[config.mk]
export PLATFORM = sky130hd
export DESIGN_NAME = y_frame_deser
export DESIGN_NICKNAME = d
export VERILOG_FILES = /design/src/rtl/y_frame_deser.sv
export SDC_FILE = /design/constraint.sdc
export NUM_CORES = 1
export LEC_CHECK = 0
export CELL_PAD_IN_SITES_DETAIL_PLACEMENT = 2
export CELL_PAD_IN_SITES_GLOBAL_PLACEMENT = 2
export CORE_UTILIZATION = 30
export CTS_BUF_LIST = sky130_fd_sc_hd__clkbuf_8 sky130_fd_sc_hd__clkbuf_16
export CTS_CLUSTER_DIAMETER = 150
export DETAILED_ROUTE_END_ITERATION = 10
export PLACE_DENSITY_LB_ADDON = 0.1
export REMOVE_ABC_BUFFERS = 1
export SYNTH_ARGS = -nofsm -noshare
export SYNTH_HDL_FRONTEND = slang
export SYNTH_SLANG_ARGS = --single-unit
[constraint.sdc]
create_clock -name clk -period 2.9 [get_ports clk]
set_input_delay 0.435 -clock clk [delete_from_list [all_inputs] [get_ports clk]]
set_output_delay 0.435 -clock clk [all_outputs]
set_load 0.02 [all_outputs]
[src/rtl/y_frame_deser.sv]
// rtl/y_frame_deser.sv - serial frame deserializer: sync hunt, data word, optional parity, stop bit
// Define Y_DESER_PARITY_EN to add an even-parity bit between data and stop.
module y_frame_deser #(
  parameter int                DATA_W = 8,
  parameter int                SYNC_W = 4,
  parameter logic [SYNC_W-1:0] SYNC   = 4'b1011
) (
  input  logic              clk,
  input  logic              res,
  input  logic              din,
  output logic [DATA_W-1:0] data,
  output logic              valid,
  output logic              frame_err,
  output logic              busy,
  output logic [7:0]        frame_cnt
);

  localparam int               CNT_W = $clog2(DATA_W + 1);
  localparam logic [CNT_W-1:0] LAST  = CNT_W'(DATA_W - 1);
  localparam logic [CNT_W-1:0] ONE   = CNT_W'(1);

  typedef enum logic [1:0] {
    S_HUNT = 2'd0,
    S_DATA = 2'd1,
`ifdef Y_DESER_PARITY_EN
    S_PAR  = 2'd2,
`endif
    S_STOP = 2'd3
  } state_t;

  state_t            state;
  logic [SYNC_W-1:0] hunt;
  logic [DATA_W-1:0] sreg;
  logic [CNT_W-1:0]  bit_cnt;
  logic [SYNC_W-1:0] hunt_next;
  logic              frame_ok;

  // The match is checked on the value after this edge's shift, so sync completes at its last bit.
  assign hunt_next = {hunt[SYNC_W-2:0], din};

`ifdef Y_DESER_PARITY_EN
  logic par_err;
  assign frame_ok = din && !par_err;
`else
  assign frame_ok = din;
`endif

  always_ff @(posedge clk or posedge res) begin
    if (res) begin
      state     <= S_HUNT;
      hunt      <= '0;
      sreg      <= '0;
      bit_cnt   <= '0;
      data      <= '0;
      valid     <= 1'b0;
      frame_err <= 1'b0;
      busy      <= 1'b0;
      frame_cnt <= 8'd0;
`ifdef Y_DESER_PARITY_EN
      par_err   <= 1'b0;
`endif
    end else begin
      valid     <= 1'b0;
      frame_err <= 1'b0;
      case (state)
        S_HUNT: begin
          hunt <= hunt_next;
          if (hunt_next == SYNC) begin
            state   <= S_DATA;
            bit_cnt <= '0;
            busy    <= 1'b1;
          end
        end
        S_DATA: begin
          sreg    <= {sreg[DATA_W-2:0], din};
          bit_cnt <= bit_cnt + ONE;
          if (bit_cnt == LAST) begin
`ifdef Y_DESER_PARITY_EN
            state <= S_PAR;
`else
            state <= S_STOP;
`endif
          end
        end
`ifdef Y_DESER_PARITY_EN
        S_PAR: begin
          par_err <= din ^ (^sreg);
          state   <= S_STOP;
        end
`endif
        S_STOP: begin
          if (frame_ok) begin
            data      <= sreg;
            valid     <= 1'b1;
            frame_cnt <= frame_cnt + 8'd1;
          end else begin
            frame_err <= 1'b1;
          end
          // Clearing the hunt register keeps the stop bit out of the next sync search.
          hunt  <= '0;
          busy  <= 1'b0;
          state <= S_HUNT;
`ifdef Y_DESER_PARITY_EN
          par_err <= 1'b0;
`endif
        end
        default: state <= S_HUNT;
      endcase
    end
  end

endmodule

Word-level counts from Yosys, hierarchy flattened
Cells that the tools add are included.
{"block": "classes", "n_addsub": 2, "n_eq_ne": 6, "muxes": 12, "reduce_logical": 7}
{"operator": "8-bit by 1-bit adder with 8-bit output (second input constant)", "count": 1}
{"operator": "4-bit one-hot mux with 2 select lines", "count": 1}
{"operator": "2-bit AND reduction", "count": 4}
{"operator": "3-bit one-hot mux with 2 select lines", "count": 1}
{"operator": "1-bit 2-to-1 mux", "count": 5}
{"operator": "4-bit by 1-bit adder with 4-bit output (second input constant)", "count": 1}
{"operator": "4-bit by 3-bit equality test with 1-bit output (second input constant)", "count": 1}
{"operator": "4-bit equality test (second input constant)", "count": 1}
{"operator": "2-bit 2-to-1 mux", "count": 2}
{"operator": "4-bit 2-to-1 mux", "count": 1}
{"operator": "2-bit != test (second input constant)", "count": 2}
{"operator": "2-bit one-hot mux with 2 select lines", "count": 1}
{"operator": "2-bit nonzero test", "count": 2}
{"operator": "2-bit by 1-bit equality test with 1-bit output (second input constant)", "count": 1}
{"operator": "2-bit equality test (second input constant)", "count": 1}
{"operator": "2-bit zero test", "count": 1}
{"operator": "1-bit one-hot mux with 2 select lines", "count": 1}
{"block": "word_totals", "register_bits": 36, "in_bits": 3, "output_inout_bits": 19, "elab_cells": 36}

Logic depth before layout (Yosys ltp)
Gate-level depths: netlist of run 1.
{"block": "depth", "word_depth": 3, "depth_mapped": 6, "mapped_depth_nobuf": 5}

Worst setup path after synthesis of run 1
Ideal clock, no wire load.
{"block": "synth_timing", "path_type": "flip-flop to flip-flop", "start": "register state[1]", "end": "register sreg[0]", "t_arrival_ns": 1.270, "required_ns": 2.775, "path_slack_ns": 1.506, "path_stages_with_launch": 6, "path_buffers": 2, "cell_sequence": "dfrtp_1 -> inv_1 -> ha_1 -> clkbuf_2 -> buf_2 -> mux2_2"}
{"block": "synth_via", "elab_chain_cells": 1}
{"item": "start, declared", "line": "31", "rtl": "state_t state;"}
{"item": "start signal, assigned", "line": "50", "rtl": "state <= S_HUNT;"}
{"item": "start signal, assigned", "line": "69", "rtl": "state <= S_DATA;"}
{"item": "start signal, assigned", "line": "81", "rtl": "state <= S_STOP;"}
{"item": "2-bit by 1-bit equality test with 1-bit output", "line": "65", "rtl": "case (state)"}
{"item": "end signal, assigned", "line": "75", "rtl": "sreg <= {sreg[DATA_W-2:0], din};"}
{"item": "end, declared", "line": "33", "rtl": "logic [DATA_W-1:0] sreg;"}
Every way passes these cells.
A chain may end at the register's enable or synchronous reset.

Worst setup path in the final report of run 1
{"block": "layout_timing", "start": "input din", "end": "register frame_cnt[6]"}
{"block": "layout_via", "elab_chain_cells": 1}
{"item": "start, declared", "line": "10", "rtl": "input logic din,"}
{"item": "2-bit AND reduction (no line)"}
{"item": "end signal, assigned", "line": "95", "rtl": "frame_cnt <= frame_cnt + 8'd1;"}
{"item": "end, declared", "line": "15", "rtl": "output logic [7:0] frame_cnt"}
Every way passes these cells.

==> results of run 1 <==
state kept, by name, indices dropped and copies added, names as in the netlist:
signal / flops
data: 8
busy: 1
sreg: 8
state: 2
valid: 1
bit_cnt: 4
frame_cnt: 8
frame_err: 1
hunt: 3
power by group through the flow:
stage	Sequential [mW]	Combinational (mW)	Clock, mW
6_report	0.822	0.776	0.334
5_1_grt	0.850	0.870	0.370
4_1_cts	0.825	0.795	0.354
3_5_place_dp	0.833	0.794	0
3_3_place_gp	0.824	0.763	0
2_1_floorplan	0.867	0.490	0
layer usage:
metal | up-vias | global-route usage [%] | wire, um
met5 | - | 0 | 0
met4 | 0 | 7.692 | 73
met3 | 6 | 4.527 | 108
met2 | 15 | 23.24 | 1578
met1 | 543 | 16.13 | 1449
li1 | 498 | - | -
area by class of cell:
class / instances / area, um2 / area share (%)
clock inverters: 2 / 8.758 / 0.4633
flip-flops and latches: 36 / 900.9 / 47.65
clock buffers: 5 / 68.82 / 3.640
well taps: 67 / 83.83 / 4.434
multi-input cells: 89 / 591.8 / 31.30
repair buffers: 22 / 217.7 / 11.52
inverters: 5 / 18.77 / 0.9927
cell families after synthesis:
group,synth area share [%]
multiplexers,7.492
AND/OR/NAND/NOR,16.29
buffers and inverters,2.850
flip-flops,58.63
AO/OA/AOI/OAI,6.678
adder cells (fa/ha/maj),4.072
XOR/XNOR,3.990
worst max-delay path by stage:
stage                     startpoint  slack, ps  cells after the start      endpoint
after global routing        state[0]        710                      5  frame_cnt[6]
after floorplan             state[0]       1370                      5  frame_cnt[4]
after detailed placement         din        550                      5  frame_cnt[6]
after CTS                   state[0]        870                      5  frame_cnt[6]
after global placement           din        670                      5  frame_cnt[7]
final                            din        910                      5  frame_cnt[6]
stage by stage:
stage	utilization (%)	power [mW]	area [um2]	hold slack, ps
final	39.25	1.931	1891	468.3
after global placement	37.64	1.587	1813	452.3
after global routing	39.25	2.090	1891	508.8
after detailed placement	37.64	1.627	1813	463.5
after CTS	39.25	1.974	1891	476.0
after floorplan	-	1.358	1511	434.8
placed cells by master, fill, tap and decap left out:
cell type and instances:
o21ai_0 3, nand4b_1 1, dfrtp_1 36, nand2b_1 2
nor2_1 3, nand2_1 34, a22o_1 3, a21o_1 1
o22a_1 1, nand4_1 4, and3b_1 1, clkinv_2 1
xnor2_1 7, nand3b_1 1, buf_4 1, inv_1 6
nor3b_1 1, a21oi_1 2, ha_1 5, mux2_2 9
nand3_1 1, mux2i_2 1, a221o_1 2, and4b_1 1
a22oi_1 1, clkbuf_8 5, clkdlybuf4s50_1 21, a21boi_0 1
and3_1 3, and2b_1 1
==> run metrics, run 1 <==
Placed Cells 219; Top delay family on crit path buffers and inverters; total number of vias 1062; Die Area 5412 um2; R2R Path End frame_cnt[6]; largest net degree at the start of global routing 37; all-layer global routing usage 14.08%; Post-Syn Area per Cell 11.38 um2; Post-Synthesis Cells 135; FF-to-FF setup slack 920 ps; Buf+Inv Stages, Crit Path 2; r2r startpoint state[0]; Initial Util 31.90%; skew final 6.578 ps; switching power 0.6869 mW; EDFF count, synth 0; CTS Buf Count 5; sequential cell area fraction in the yosys report 58.63%; # fillers 527; final cell count without fillers 226; ratio of cells with drive above 1 in the final layout 10.69%; Setup WS pre-CTS 546.6 ps; critical path's slowest cell clkdlybuf4s50_1; Routed Antenna Nets 0; CTS tree built; first-pass GRT wire length 5.513 mm; hold wc startpoint frame_cnt[7]; I/O Buffers 21; worst slew pin tran 659.8 ps; Max-Cap Viols 0; clock share of power 17.3%; PwrDens 1022 nW/um2; Layout Area Growth over Synthesis 23.05%; maximum VDD drop 0.4103 mV; Post-synth top flop dfrtp_1; H-tree Lvls 2; antenna fix cells 0; Worst Hold Depth 1; commonest cells in the netlist dfrtp_1 (36), nand2_1 (34), mux2_2 (9), xnor2_1 (7); crit end category flip-flop; Critical Path, Cell by Cell clkdlybuf4s50_1 > nand2_1 > inv_1 > nand4_1 > xnor2_1; Worst setup SP type input pin; RSZ-0062 raised after global routing no; DRC violations left 0; deepest clock path buffer count 2; vias in the first global route 1167; minimum clock period after layout 1992 ps; worst skew pair latency 290 ps; gr ovfl total 0; Hold Path End frame_cnt[7]; Mapped Area 1536 um2; die height 73.57 um; library cells used by synthesis 28; # rows 25; CP Max Fanout 16; nets 167; Fmax achieved 502.0 MHz; final hold vios 0; DR WL/cell 14.20 um; via/cell ratio 4.699; r2r worst-path depth 5; die span in x 73.57 um; crit path kind in -> reg; async set or reset register ratio after synthesis 100.0%; crit path DAT 2170 ps; final worst slack 907.9 ps; DRT iter0 DRCs 22; setup TNS 0 ps; CP max stage delay 560 ps; Synth top area share 58.63%; hold buffer count at CTS 0; post-CTS sizing 0; Comb power frac 40.2%; Clk pin slew, worst setup/hold paths 70 ps; fin crit share 68.69%; core box area 4817 um2; total internal power 1.245 mW; Slew Viols, Final 0; cell taking the most area after synthesis dfrtp_1; ranking of synthesized cells by area dfrtp_1 (59%), nand2_1 (8.3%), mux2_2 (6.6%); top-count cell post-synth dfrtp_1; DP Wirelength 2.246 mm; CTS Root Cell clkbuf_8; Hold Path Class reg -> reg; RD Place Congestion 0.6983; Leak 0.8821 nW; CP required 3070 ps; Synth warnings 0; flops & latches, synth 36; Setup Buffers After CTS 0; Post-Route WL 3.209 mm; Slew HR 56.02%; boundary pin count 22; switch share 35.57%; sequential fraction of design power 42.6%; status complete, no violations; initial antenna violation count 0; DR pass1 iterations 4; setup violators final 0; CTS sink cnt 36
Power figures use the tool's default switching activity.
==> inputs of run 2 (changes only) <==
Clock period 2.9 ns to 1.79 ns, I/O delays scaled along.
==> run 2 against run 1 <==
Net effect: sequential share of layout area is 1.4 points lower; combinational power is 65% higher; critical path depth is 4 lower; sequential cell count stayed put; largest cell class unchanged; worst hold slack worse by 78 ps; via count is 3.0% higher; utilization is 1.2 points higher; critical path type is now reg -> out; non-clock buffer count is 3 higher.
==> run metrics, run 2 (synthesized netlist as in run 1, its figures left out) <==
status complete, no violations (unchanged); final hold vios 0 (unchanged); deepest clock path buffer count 2 (unchanged); I/O Buffers 21 (unchanged); Slew Viols, Final 0 (unchanged); Buf+Inv Stages, Crit Path 1 (was 2); hold buffer count at CTS 0 (unchanged); total number of vias 1094 (was 1062); CTS sink cnt 36 (unchanged); CP Max Fanout 5 (was 16); Top Registers data x8, frame_cnt x8, sreg x8 (unchanged); largest net degree at the start of global routing 37 (unchanged); die height 73.57 um (unchanged); Top delay family on crit path buffers and inverters (unchanged); r2r worst-path depth 4 (was 5); top sig layer met4 (unchanged); R2R Path End sreg[4] (was frame_cnt[6]); Routed Antenna Nets 0 (unchanged); CTS Buf Count 5 (unchanged); minimum clock period after layout 1634 ps; skew final 3.489 ps (was 6.578 ps); commonest non-fill, non-tap cell in the layout dfrtp_1 (unchanged); setup TNS 0 ps (unchanged); Post-Route WL 3.252 mm (was 3.209 mm); PwrDens 1707 nW/um2 (was 1022 nW/um2); all-layer global routing usage 14.20% (was 14.08%); commonest cells after routing, fill and taps aside dfrtp_1 (36), nand2_1 (34), clkdlybuf4s50_1 (21) (unchanged); CP required 1520 ps (was 3070 ps); maximum VDD drop 0.6620 mV (was 0.4103 mV); Setup Buffers After CTS 0 (unchanged); worst skew pair latency 280 ps (was 290 ps); CTS Root Cell clkbuf_8 (unchanged); r2r startpoint state[1] (was state[0]); DR pass1 iterations 4 (unchanged); final worst slack 156.3 ps (was 907.9 ps); ratio of cells with drive above 1 in the final layout 13.50% (was 10.69%); DRC violations left 0 (unchanged); RD Place Congestion 0.7359 (was 0.6983); critical path's slowest cell clkdlybuf4s50_1 (unchanged); wl on met1 1.372 mm (was 1.449 mm); Layout Area Growth over Synthesis 26.71% (was 23.05%); Hold Path Class in -> async (was reg -> reg); nets 170 (was 167); RSZ-0062 raised after global routing no (unchanged); Slew HR 68.42% (was 56.02%); gr ovfl total 0 (unchanged); H-tree Lvls 2 (unchanged); fin crit share 91.27%; vias in the first global route 1221 (was 1167); # rows 25 (unchanged); Die Area 5412 um2 (unchanged); crit path kind reg -> out (was in -> reg); Leak 0.9056 nW (was 0.8821 nW); initial antenna violation count 0 (unchanged); post-CTS sizing 0 (unchanged); routed wl met2 1.729 mm (was 1.578 mm); Clk pin slew, worst setup/hold paths 70 ps (about the same); FF-to-FF setup slack 220 ps (was 920 ps); Initial Util 31.90% (unchanged); core box area 4817 um2 (unchanged); via/cell ratio 4.757 (was 4.699); worst slew pin tran 473.7 ps (was 659.8 ps); crit end category primary output (was flip-flop); met3 wire length 105 um (was 108 um); DRT iter0 DRCs 32 (was 22); Max-Cap Viols 0 (unchanged); die span in x 73.57 um (unchanged); first-pass GRT wire length 5.658 mm (was 5.513 mm); boundary pin count 22 (unchanged); crit path DAT 1370 ps (was 2170 ps); DP Wirelength 2.329 mm (was 2.246 mm); DR WL/cell 14.14 um (was 14.20 um); Fmax achieved 612.1 MHz; Worst setup SP type flip-flop (was input pin); setup violators final 0 (unchanged); antenna fix cells 0 (unchanged); CTS tree built (unchanged); CP max stage delay 640 ps (was 560 ps); Setup WS pre-CTS 33.73 ps (was 546.6 ps); Critical Path, Cell by Cell clkdlybuf4s50_1 (was clkdlybuf4s50_1 > nand2_1 > inv_1 > nand4_1 > xnor2_1)
[run 2: changes by cell type in the layout (fill, tap and decap cells not counted), sizes merged]
cell and change:
inv -1, clkinvlp +1, bufinv +1, buf +3
[run 2: per-stage QoR]
| stage | utilization, % | power (mW) | hold slack, ps | cell area [um2] | instances |
|---|---|---|---|---|---|
| after floorplan | - | 2.199 | 396.9 | 1511 | 130 |
| after global placement | 38.10 | 2.583 | 448.6 | 1836 | 222 |
| after detailed placement | 38.10 | 2.668 | 472.3 | 1836 | 222 |
| after CTS | 40.42 | 3.400 | 428.6 | 1947 | 230 |
| after global routing | 40.42 | 3.591 | 461.6 | 1947 | 230 |
| final | 40.42 | 3.323 | 390.4 | 1947 | 230 |
[run 2: power by group]
group | switching [mW] | internal [mW]
Sequential | 0.222 | 1.11
Combinational | 0.613 | 0.666
Clock | 0.295 | 0.412
[run 2: layout make-up]
class | count | area [um2]
Inverter | 5 | 18.77
Tap cell | 67 | 83.83
Fill cell | 516 | 2870
Clock buffer | 5 | 68.82
Sequential cell | 36 | 900.9
Clock inverter | 3 | 42.54
Timing Repair Buffer | 25 | 240.2
Multi-Input combinational cell | 89 | 591.8
[run 2: how the worst max path moves through the flow]
stage	startpoint	end	depth (start not counted)
6_report	frame_cnt[2]	frame_cnt[2]	1
5_1_grt	frame_cnt[2]	frame_cnt[2]	1
4_1_cts	frame_cnt[2]	frame_cnt[2]	1
3_5_place_dp	din	bit_cnt[2]	4
3_3_place_gp	din	bit_cnt[2]	4
2_1_floorplan	state[0]	frame_cnt[4]	5
[run 2: routing by layer]
layer	vias up	GRT usage [%]
met5	-	0
met2	16	25.99
met3	5	3.704
met1	569	15.72
li1	504	-
met4	0	5.128
[run 2: worst min-delay path: stages]
cell and delay (ps):
clkdlybuf4s50_1 400, inv_1 50, buf_4 390
